### src/rtl/line_sq_diff_sum.sv
`default_nettype none
// ============================================================================
//  Module   : line_sq_diff_sum
//  Purpose  : Streams (reference, test) pixel pairs through a three-stage
//             |a-b| -> square -> accumulate pipeline and presents one
//             sum-of-squared-differences per completed line with a
//             single-cycle line_valid strobe.
//  Revision : 1.0 - initial release
// ============================================================================
module line_sq_diff_sum #(
  parameter int LINE_SIZE  = 640,
  parameter int PIXEL_SIZE = 8
) (
  input  logic                                          CLK,
  input  logic                                          reset,
  input  logic                                          pix_valid,
  input  logic [PIXEL_SIZE-1:0]                         pix_a,
  input  logic [PIXEL_SIZE-1:0]                         pix_b,
  input  logic                                          line_restart,
  output logic [$clog2(LINE_SIZE)+2*PIXEL_SIZE-1:0]     line_sum,
  output logic                                          line_valid,
  output logic                                          busy
);

  localparam int CW  = ($clog2(LINE_SIZE) > 1) ? $clog2(LINE_SIZE) : 1;
  localparam int SQW = 2 * PIXEL_SIZE;
  localparam int SW  = $clog2(LINE_SIZE) + SQW;
  localparam logic [CW-1:0] LAST_IDX = CW'(LINE_SIZE - 1);

  typedef enum logic {
    IDLE  = 1'b0,
    ACCUM = 1'b1
  } phase_t;

  logic [CW-1:0]         cnt_q, cnt_d;
  logic                  w_last;
  logic [PIXEL_SIZE-1:0] w_diff;

  logic [PIXEL_SIZE-1:0] d1_q;
  logic                  v1_q, l1_q;
  logic [SQW-1:0]        sq2_q;
  logic                  v2_q, l2_q;
  logic [SW-1:0]         acc_q;
  logic [SW-1:0]         line_sum_q;
  logic                  line_valid_q;

  logic [SQW-1:0]        w_d1_ext;
  logic [SW-1:0]         w_acc_sum;
  logic                  w_flush;
  phase_t                w_phase;

  // Pixel counter next state; a restart makes the coincident pixel pixel 0.
  always_comb begin
    cnt_d  = cnt_q;
    w_last = 1'b0;
    if (line_restart) begin
      cnt_d = '0;
    end
    if (pix_valid) begin
      if (line_restart) begin
        cnt_d = CW'(1);
      end else if (cnt_q == LAST_IDX) begin
        cnt_d  = '0;
        w_last = 1'b1;
      end else begin
        cnt_d = cnt_q + CW'(1);
      end
    end
  end

  // Pixel counter register.
  always_ff @(posedge CLK) begin
    if (reset) begin
      cnt_q <= '0;
    end else begin
      cnt_q <= cnt_d;
    end
  end

  assign w_diff = (pix_a >= pix_b) ? (pix_a - pix_b) : (pix_b - pix_a);

  // Stage 1: absolute difference plus valid/last tags.
  always_ff @(posedge CLK) begin
    if (reset) begin
      d1_q <= '0;
      v1_q <= 1'b0;
      l1_q <= 1'b0;
    end else begin
      d1_q <= w_diff;
      v1_q <= pix_valid;
      l1_q <= w_last;
    end
  end

  assign w_d1_ext = {{PIXEL_SIZE{1'b0}}, d1_q};

  // Stage 2: square; an untagged stage-1 pixel dies on restart.
  always_ff @(posedge CLK) begin
    if (reset) begin
      sq2_q <= '0;
      v2_q  <= 1'b0;
      l2_q  <= 1'b0;
    end else begin
      sq2_q <= w_d1_ext * w_d1_ext;
      v2_q  <= v1_q & (l1_q | ~line_restart);
      l2_q  <= l1_q;
    end
  end

  assign w_acc_sum = acc_q + {{(SW-SQW){1'b0}}, sq2_q};

  // A restart flushes the partial line unless its last pixel is already in
  // stage 1, in which case the stage-2 pixel still belongs to a live line.
  assign w_flush = line_restart & ~(v1_q & l1_q);

  // Stage 3: accumulate and publish the line total on the tagged pixel.
  always_ff @(posedge CLK) begin
    if (reset) begin
      acc_q        <= '0;
      line_sum_q   <= '0;
      line_valid_q <= 1'b0;
    end else begin
      line_valid_q <= 1'b0;
      if (v2_q && l2_q) begin
        line_sum_q   <= w_acc_sum;
        line_valid_q <= 1'b1;
        acc_q        <= '0;
      end else if (w_flush) begin
        acc_q <= '0;
      end else if (v2_q) begin
        acc_q <= w_acc_sum;
      end
    end
  end

  // Implicit line phase: idle only when no partial line and empty pipeline.
  always_comb begin
    w_phase = IDLE;
    if ((cnt_q != '0) || v1_q || v2_q) begin
      w_phase = ACCUM;
    end
  end

  assign busy       = (w_phase == ACCUM);
  assign line_sum   = line_sum_q;
  assign line_valid = line_valid_q;

endmodule
`default_nettype wire

### config.mk
export PLATFORM = sky130hd
export DESIGN_NAME = line_sq_diff_sum
export DESIGN_NICKNAME = d
export VERILOG_FILES = /design/src/rtl/line_sq_diff_sum.sv
export SDC_FILE = /design/constraint.sdc
export NUM_CORES = 1
export LEC_CHECK = 0
export BUFFER_PORTS_ARGS = -buffer_cell sky130_fd_sc_hd__buf_2
export CORE_AREA = 2 2 129 131
export DETAILED_ROUTE_END_ITERATION = 16
export DIE_AREA = 0 0 131 133
export SLEW_MARGIN = 15
export SYNTH_ARGS = -nofsm -noshare
export SYNTH_HDL_FRONTEND = slang
export SYNTH_SLANG_ARGS = --single-unit
### constraint.sdc
create_clock -name CLK -period 6 [get_ports CLK]
set_clock_uncertainty 0.15 [all_clocks]
set_input_delay 0.6 -clock CLK [delete_from_list [all_inputs] [get_ports CLK]]
set_output_delay 0.6 -clock CLK [all_outputs]
set_load 0.05 [all_outputs]
======== Yosys cells after proc, flatten, opt, wreduce, memory -nomap -nowiden ========
Cells that the tools add are included.
operators by class
  add/sub/neg operators ................... 4
  $mul .................................... 1
  magnitude comparators ................... 1
  eq/ne operators ......................... 1
  muxes and demuxes ....................... 8
  bitwise logic cells ..................... 7
  reduce and logical (&&, ||, !) cells .... 7
operator list
  operator                                        count
  two-way mux 10 bit                              4
  adder 26 x 16 -> 26 bit                         1
  multiplier 8 x 8 -> 16 bit                      1
  subtractor 8 bit                                2
  adder 10 x 1 -> 10 bit (second input constant)  1
  equality test 10 bit (second input constant)    1
  nonzero test 10 bit                             1
  >= comparator 8 bit                             1
  two-way mux 8 bit                               1
  OR reduction 3 bit                              2
  bitwise AND 1 bit                               3
  two-way mux 1 bit                               3
  NOT 1 bit                                       3
  logical OR 1 bit                                2
  nonzero test 2 bit                              1
  logical AND 1 bit                               1
  bitwise OR 1 bit                                1
storage, ports and cells
  register bits after elaboration ......... 91
  input bits .............................. 20
  output and inout bits ................... 28
  word-level logic and storage cells ...... 39

======== Depth between registers and ports, before layout ========
Gate-level depths: netlist of the first run.
  word-level depth ........................ 4
  depth in mapped cells ................... 18
  depth with buffers taken out ............ 17

======== Worst setup path after synthesis of the first run ========
No wires, ideal clock.
  kind .................................... reg-to-reg
  from .................................... register d1_q[5]
  to ...................................... register sq2_q[14]
  setup time .............................. 0.128 ns
  arrival ................................. 4.026 ns
  data required time ...................... 5.722 ns
  setup slack ............................. 1.697 ns
  cell stages (with the launch flop) ...... 17
  buffers on the path ..................... 1
  clock period less this slack ............ 4.303 ns
  cells stage by stage .................... dfxtp_1 clkbuf_1 nand2_1 inv_1 fa_1 fa_1 inv_1 fa_1 fa_1 inv_1 ha_1 nor3_1 nor2_1 and2_1 a311oi_1 xor2_1 nor2_1
on the way
  cells in the longest elaborated chain, start to end .. 1
RTL lines
  element                     line  text
  start, declared             39    logic [PIXEL_SIZE-1:0] d1_q;
  start signal, assigned      89    d1_q <= w_diff;
  multiplier 8 x 8 -> 16 bit  104   sq2_q <= w_d1_ext * w_d1_ext;
  end signal, assigned        104
  end, declared               41    logic [SQW-1:0] sq2_q;
Every way passes these cells.
A chain may end at the register's enable or synchronous reset.

======== Worst setup path in the final report of the first run ========
Ends and elaborated chain as after synthesis.

==> results of run 1 <==
[worst max-delay path, cell delays in order (launching register included)]
cell and delay (ns):
dfxtp_1 0.50, nand2_1 0.15, inv_1 0.09, fa_1 0.43
fa_1 0.54, inv_1 0.05, fa_1 0.50, fa_1 0.54
inv_1 0.04, ha_1 0.33, nor3_1 0.19, nor2_1 0.06
and2_1 0.19, a311oi_1 0.31, xor2_1 0.17, nor2_1 0.05
[cell usage in the layout, fill, tap and decap left out, types with 16 or more instances in the layout]
cell type	count
dfxtp_1	90
inv_1	71
nor2_1	69
ha_1	63
buf_2	47
nand2_1	44
a21oi_1	35
xnor2_1	29
fa_1	27
xor2_1	24
and2_1	19
a22o_1	19
nor2b_1	18
nand3_1	16
mux2i_1	16
[kinds of logic after synthesis]
kind of cell	after synthesis	synth area share, %
fa+ha+maj	90	21.1
flops	90	28.6
compound gates	134	16.0
buf+inv	95	5.79
simple gates	225	18.0
xor+xnor	53	7.38
mux	19	3.14
[flip-flops by register name (all words and copies together) (netlist names)]
signal,flops
l1_q,1
cnt_q,10
l2_q,1
line_sum,26
sq2_q,15
v1_q,1
line_valid,1
v2_q,1
acc_q,26
d1_q,8
[final cells by class]
class	instances	area share, %
Timing Repair Buffer	51	3.76
Clock inverter	6	1.28
Multi-Input combinational cell	521	58.5
Inverter	72	3.83
Clock buffer	10	3.24
Tap cell	220	3.90
Sequential cell	90	25.5
[worst max path at each step]
| stage | to | cells after the start |
|---|---|---|
| after CTS | sq2_q[14] | 15 |
| final | sq2_q[14] | 15 |
| after global routing | sq2_q[14] | 15 |
| after global placement | sq2_q[14] | 15 |
| after floorplan | sq2_q[14] | 16 |
| after detailed placement | sq2_q[14] | 15 |
[where the power goes]
group	internal (mW)	switching [mW]	leakage [nW]
logic	0.213	0.287	2.38
registers	0.633	0.0253	0.730
clock network	0.366	0.233	0.153
total	1.21	0.546	3.27
[per-layer routing]
layer | track usage [%] | up-vias
met4 | 4.61 | 0
met1 | 20.0 | 2189
met3 | 2.59 | 12
met2 | 25.1 | 78
met5 | 0 | -
li1 | - | 2502
[through the flow]
step | area (sq um) | hold slack [ns] | cells | util, % | setup slack, ns
finish | 7060 | 0.305 | 970 | 43.7 | 1.58
floorplan | 6290 | 0.295 | 706 | - | 1.70
global route | 7060 | 0.335 | 970 | 43.7 | 1.28
detailed placement | 6740 | 0.299 | 954 | 41.7 | 1.56
CTS | 7060 | 0.313 | 970 | 43.7 | 1.55
global placement | 6740 | 0.296 | 954 | 41.7 | 1.65
==> results.toml, run 1 <==
[outcome]
status = "completed"

[timing]
rsz0062_at_grt = "no"
drv_slew = 0
min_period_over_period_pct = 73.6
worstMarginPinSlew_ns = 1.02
setup_viol = 0
relSlewSlack_pct = 32.0
hold_viol = 0
fin_setup_tns_ns = 0
fmax_mhz = 226
min_period_ns = 4.42

[placed_design]
hpwl_mm = 9.39
gp_congestion = 0.842
io_buffers = 47

[setup_path]
r2r_start = "d1_q[5]"
cp.required_ns = 6.07
crit_start = "d1_q[5]"
r2r.worst_path.cells = 15
crit_arrival_ns = 4.49
crit_type = "register to register"
crit_path_end_kind = "register"
cp_max_fo = 11
regToRegEndpoint = "sq2_q[14]"
rrSetupSlack_ns = 1.58
startpoint_type = "register"

[clocking]
cts-root-buf = "clkbuf_16"
cts_num_sinks = 90
postCtsSetupBuffers = 0
ctsResizeCount = 0
cts_max_path_buffers = 2
holdBufCountCts = 0
clkTransAtPathRegs_ns = 0.06
cts_tree = "yes"
htreeDepth = 3
cts_buffers = 9
clock_latency_ns = 0.35

[route]
wl_met2_mm = 5.64
drc = 0
drt_first_pass_iters = 4
dr_wl_met3_um = 364
drt-met1-wl_mm = 6.14
topRoutingLayerUsed = "met4"
drtAntennaViolNets = 0
drt-initial-drc-count = 226
vias = 4781
vias_per_cell = 4.93
finalWirelength_mm = 12.3
wl_per_cell_um = 12.7

[final_layout]
multi_input_area_sq_um = 4130
finalNetCount = 855
syn2layout_area_growth_pct = 12.2
nFillCells = 1631
drive_above_1_share_pct = 11.3
diodes = 0
regArea_sq_um = 1800

[grt]
antenna_found_initial = 0
grt_util_all_layers_pct = 15.1
grt_pass1_wl_mm = 21.5
grt_max_degree = 43
grt-ovfl-total = 0
grt_pass1_vias = 4699

[logic_synthesis]
ys_seq_elements = 90
synth_nets = 816
seq_area_frac_synth_pct = 28.6
synth_area_leaders = "dfxtp_1 (29%), ha_1 (13%), fa_1 (8.6%), inv_1 (4.2%), nor2_1 (4.1%)"
synthArstFlopShare_pct = 0
synth_cells = 706
post-synth-top-count-cell = "dfxtp_1"
synth_edf_count = 0
netlist_area_sq_um = 6290
netlist-cell-type-count = 65
synth_area_leader_cell = "dfxtp_1"
yosys_warnings = 0
netlist.area_leader.share_pct = 28.6
synth_commonest_cells = "dfxtp_1 (90), inv_1 (71), nor2_1 (69)"
syn_area_per_cell_sq_um = 8.91
synth_ff_type = "dfxtp_1"

[die]
ios = 48
dieArea_sq_um = 17400
start_util_pct = 38.9
rows = 47
coreArea_sq_um = 16200
die-height_um = 133
die_w_um = 131

[hold_path]
hold_start = "line_sum[22]"
whs_path_depth = 1
hp-class = "register to register"
whs_endpoint = "line_sum[22]"

[pwr]
finalPower_mw = 1.76
ir_drop_mv = 0.131
powerDensity_nw_per_um2 = 249
p_leak_nw = 3.27

[run]
cap_violations = 0
(Power assumes the default switching activity.)
==> inputs of run 2 (changes only) <==
==> constraint.sdc (replaced) <==
create_clock -name CLK -period 4.1 [get_ports CLK]
set_clock_uncertainty 0.15 [all_clocks]
set_input_delay 0.41 -clock CLK [delete_from_list [all_inputs] [get_ports CLK]]
set_output_delay 0.41 -clock CLK [all_outputs]
set_load 0.05 [all_outputs]
==> run 2 against run 1 <==
  * Critical path depth grew 1
  * Setup slack lost 1.5 ns
  * Clock power grew 50%
  * Die area is the same
  * Highest routed layer unchanged
==> results.toml, run 2 (synthesis results as in run 1) <==
[placed_design]
place_area_sq_um = 6960
io_buffers = 47
hpwl_mm = 9.50
dp_cells = 981
gp_congestion = 0.836

[hold_path]
whs_endpoint = "cnt_q[0]"
hold_start = "pix_valid"
hp-class = "input port to register"
whs_path_depth = 3

[setup_path]
crit_buf_inv = 4
cp_common_cell = "fa_1"
crit_type = "register to register"
cp.required_ns = 4.18
startpoint_type = "register"
cp.depth = 16
max_stage_delay_ns = 0.52
crit_path_end_kind = "register"
r2r_start = "d1_q[3]"
slowest_stage = "fa_1"
crit_family = "adder cells"
cp_max_fo = 7
rrSetupSlack_ns = 0.12
r2r.worst_path.cells = 16
path_cells = "buf_4, ha_1, or2_2, fa_1, fa_1, inv_1, fa_1, inv_1, ha_1, o21ai_0, buf_4, o21ai_1, and2_4, a311oi_2, xor2_1, nor2_1"
regToRegEndpoint = "sq2_q[14]"
crit_arrival_ns = 4.06

[die]
start_util_pct = 38.9
rows = 47
dieArea_sq_um = 17400
ios = 48
die_w_um = 131
coreArea_sq_um = 16200
die-height_um = 133

[final_layout]
final_common_cell = "dfxtp_1"
nFillCells = 1584
drive_above_1_share_pct = 19.8
finalNetCount = 886
diodes = 0
finalInstanceArea_sq_um = 7480
fin_util_pct = 46.3
final_cells = 1001
mostFrequentLayoutCells = "dfxtp_1 (84), nor2_1 (68), inv_1 (64)"
syn2layout_area_growth_pct = 18.9

[pwr]
intPower_mw = 1.91
pwr-share-clk_pct = 32.4
power_frac_comb_pct = 32.9
p_leak_nw = 3.44
seqPwrFrac_pct = 34.7
swShare_pct = 31.1
powerDensity_nw_per_um2 = 370
p_sw_mw = 0.861
ir_drop_mv = 0.230

[clocking]
clock_latency_ns = 0.35
clkTransAtPathRegs_ns = 0.06
cts_max_path_buffers = 2
cts_tree = "yes"
htreeDepth = 3
cts_num_sinks = 90
cts_buffers = 9
cts-root-buf = "clkbuf_16"

[grt]
antenna_found_initial = 0
grt_max_degree = 42
grt_pass1_vias = 4794
grt-ovfl-total = 0
grt_use_met3_pct = 2.71
grt_util_all_layers_pct = 15.5
grtUsageMet2_pct = 25.9
met1_usage_pct = 20.1
gr-max-usage-layer = "met2"
grt_pass1_wl_mm = 21.9

[timing]
fin_setup_tns_ns = 0
worstMarginPinSlew_ns = 1.02
hold_ws_ns = 0.223
drv_slew = 0
min_period_over_period_pct = 97.2
fmax_mhz = 251
setup_viol = 0
min_period_ns = 3.98
hold_viol = 0
rsz0062_at_grt = "yes"
relSlewSlack_pct = 31.7

[route]
wl_per_cell_um = 12.6
vias_per_cell = 4.89
finalWirelength_mm = 12.6
vias = 4894
drtAntennaViolNets = 0
drt-initial-drc-count = 159
drc = 0
drt_first_pass_iters = 4

[outcome]
status = "completed"

[run]
cap_violations = 0
[run 2: cell count changes in the layout (fill, tap and decap cells not counted), sizes merged]
cell	delta
buf	+31
clkinvlp	+1
clkinv	-1
[run 2: timing repair]
action | CTS | global route
pin swaps | 2 | 20
endpoints found under the setup margin | 5 | 7
buffers inserted | 0 | 4
hold buffers | 0 | 0
resized for setup | 9 | 37
[run 2: power by group through the flow]
stage	registers [mW]	clock network, mW	logic [mW]
floorplan	0.966	0	0.606
global placement	0.974	0	0.826
detailed placement	0.974	0	0.831
CTS	0.957	0.925	0.845
global route	0.967	0.958	1.05
finish	0.960	0.898	0.911
[run 2: how the worst max path moves through the flow]
stage                  from         to  slack (ns)
finish              d1_q[3]  sq2_q[14]        0.12
global route        d1_q[4]  sq2_q[14]       -0.09
CTS                 d1_q[3]  sq2_q[14]     0.00004
detailed placement  d1_q[2]  sq2_q[15]       -0.08
global placement    d1_q[2]  sq2_q[14]       -0.02
floorplan           d1_q[0]  sq2_q[14]       0.005
[run 2: per-layer routing]
layer	up-vias	routed length, um	share of wire [%]
li1	2568	-	-
met1	2248	6210	49
met2	64	5870	46
met3	14	310	2.5
met4	0	228	1.8
met5	-	0	0
[run 2: worst min-delay path, delay by kind of cell]
| kind | cells | cell delay [ns] |
|---|---|---|
| AND/OR/NAND/NOR | 1 | 0.06 |
| AO/OA/AOI/OAI | 1 | 0.05 |
| buffers and inverters | 1 | 0.14 |
[run 2: final cells by class]
| cell class | count | area [sq um] | share of cell area, % |
|---|---|---|---|
| Multi-Input combinational cell | 521 | 4290 | 57.3 |
| Sequential cell | 90 | 1810 | 24.3 |
| Timing Repair Buffer | 82 | 505 | 6.76 |
| Tap cell | 220 | 275 | 3.68 |
| Inverter | 72 | 270 | 3.61 |
| Clock buffer | 10 | 239 | 3.20 |
| Clock inverter | 6 | 88.8 | 1.19 |
[run 2: per-stage QoR]
stage / power (mW) / setup WS (ns)
after CTS: 2.73 / 0.0000444
after global routing: 2.97 / -0.0853
after global placement: 1.80 / -0.0242
after detailed placement: 1.81 / -0.0797
after floorplan: 1.57 / 0.00455
final: 2.77 / 0.116
==> inputs of run 3 (changes only) <==
--- a/config.mk
+++ b/config.mk
@@ -9,6 +9,7 @@
 export CORE_AREA = 2 2 129 131
 export DETAILED_ROUTE_END_ITERATION = 16
 export DIE_AREA = 0 0 131 133
+export PLACE_DENSITY = 0.63
 export SLEW_MARGIN = 15
 export SYNTH_ARGS = -nofsm -noshare
 export SYNTH_HDL_FRONTEND = slang
==> constraint.sdc (replaced) <==
create_clock -name CLK -period 5 [get_ports CLK]
set_clock_uncertainty 0.15 [all_clocks]
set_input_delay 0.5 -clock CLK [delete_from_list [all_inputs] [get_ports CLK]]
set_output_delay 0.5 -clock CLK [all_outputs]
set_load 0.05 [all_outputs]
==> run 3 against run 2 <==
  * First-iteration DRC count grew 31%
  * Maximum frequency is 10% lower
  * Register-to-register slack better by 0.46 ns
  * Sequential power down 18%
  * Critical path type unchanged
  * Cell count shrank 3.1%
  * Critical endpoint unchanged
  * Sequential cell count unchanged
  * Critical path depth fell by 1
  * Wire length decreased by 4.4%
  * Non-clock buffer count decreased by 30
  * Setup slack gained 0.46 ns
  * Highest routed layer unchanged
==> results.toml, run 3 (synthesis results as in run 1) <==
[outcome]
status = "completed"

[timing]
min_period_over_period_pct = 88.5
min_period_ns = 4.42
setup_viol = 0
hold_viol = 0
fmax_mhz = 226
worstMarginPinSlew_ns = 0.640
hold_ws_ns = 0.302
relSlewSlack_pct = 57.2
fin_setup_tns_ns = 0
drv_slew = 0
rsz0062_at_grt = "no"

[pwr]
p_sw_mw = 0.635
powerDensity_nw_per_um2 = 294
intPower_mw = 1.44
seqPwrFrac_pct = 38.2
pwr-share-clk_pct = 33.3
p_leak_nw = 3.27
ir_drop_mv = 0.136
swShare_pct = 30.6
power_frac_comb_pct = 28.5

[final_layout]
diodes = 0
syn2layout_area_growth_pct = 12.1
final_common_cell = "dfxtp_1"
drive_above_1_share_pct = 11.3
finalInstanceArea_sq_um = 7060
finalNetCount = 856
mostFrequentLayoutCells = "dfxtp_1 (90), inv_1 (71), nor2_1 (69)"

[setup_path]
rrSetupSlack_ns = 0.58
crit_type = "register to register"
crit_path_end_kind = "register"
crit_arrival_ns = 4.50
cp.required_ns = 5.08
cp_max_fo = 11
startpoint_type = "register"

[die]
ios = 48
die-height_um = 133
dieArea_sq_um = 17400
die_w_um = 131
start_util_pct = 38.9
coreArea_sq_um = 16200
rows = 47

[placed_design]
place_area_sq_um = 6750
io_buffers = 47
hpwl_mm = 9.22
gp_congestion = 0.816

[clocking]
clkTransAtPathRegs_ns = 0.06
cts_max_path_buffers = 2
htreeDepth = 3
cts_num_sinks = 90
ctsResizeCount = 0
clock_latency_ns = 0.34
holdBufCountCts = 0
postCtsSetupBuffers = 0
cts-root-buf = "clkbuf_16"
cts_buffers = 9
cts_tree = "yes"

[route]
drt_first_pass_iters = 4
wl_per_cell_um = 12.4
vias_per_cell = 4.91
vias = 4767
finalWirelength_mm = 12.1
drc = 0
drtAntennaViolNets = 0
drt-initial-drc-count = 208

[run]
cap_violations = 0

[grt]
grt_pass1_vias = 4588
grt_max_degree = 26
grt-ovfl-total = 0
grt_util_all_layers_pct = 14.9
grt_pass1_wl_mm = 21.2
antenna_found_initial = 0

[hold_path]
hp-class = "register to register"
[run 3: cell count changes in the layout (fill, tap and decap cells not counted), moves of 4 or more]
cell / delta
buf_4: -28
and2_4: -6
dfxtp_2: -4
inv_2: -7
dfxtp_1: +6
inv_1: +7
ha_1: +6
ha_4: -6
and2_1: +6
[run 3: final timing paths]
kind	from	endpoint	cells past startpoint
max	d1_q[5]	sq2_q[14]	15
min	line_sum[12]	line_sum[12]	2
max reg2reg	d1_q[5]	sq2_q[14]	15
min reg2reg	line_sum[12]	line_sum[12]	2
[run 3: per-layer routing]
metal	GRT usage [%]	vias up	part of all wire, %
met5	0	-	0
met4	5.32	0	1.6
met3	2.35	16	2.7
met2	25.0	57	47
met1	19.3	2196	48
li1	-	2498	-
[run 3: through the flow]
stage	power (mW)	std cells	setup slack, ns	utilization [%]
final	2.07	970	0.575	43.6
after global routing	2.23	970	0.237	43.6
after CTS	2.10	970	0.566	43.6
after detailed placement	1.40	955	0.575	41.7
after global placement	1.40	955	0.672	41.7
after floorplan	1.29	706	0.697	-
[run 3: cell type report]
type                            instances  area [sq um]
Fill cell                            1587          9120
Multi-Input combinational cell        521          4130
Sequential cell                        90          1800
Tap cell                              220           275
Timing Repair Buffer                   52           273
Clock buffer                           13           270
Inverter                               72           270
Clock inverter                          2          35.0
[run 3: worst max-delay path, cell delays in order (launching register included)]
cell and delay, ns:
dfxtp_1 0.50, nand2_1 0.15, inv_1 0.10, fa_1 0.44, fa_1 0.54, inv_1 0.05, fa_1 0.50, fa_1 0.54
inv_1 0.04, ha_1 0.33, nor3_1 0.19, nor2_1 0.06, and2_1 0.19, a311oi_1 0.31, xor2_1 0.17, nor2_1 0.05
[run 3: power groups by stage]
stage | clock, mW | sequential (mW) | combinational (mW)
finish | 0.690 | 0.792 | 0.591
global route | 0.738 | 0.798 | 0.697
CTS | 0.708 | 0.792 | 0.600
detailed placement | 0 | 0.808 | 0.593
global placement | 0 | 0.807 | 0.590
floorplan | 0 | 0.792 | 0.497
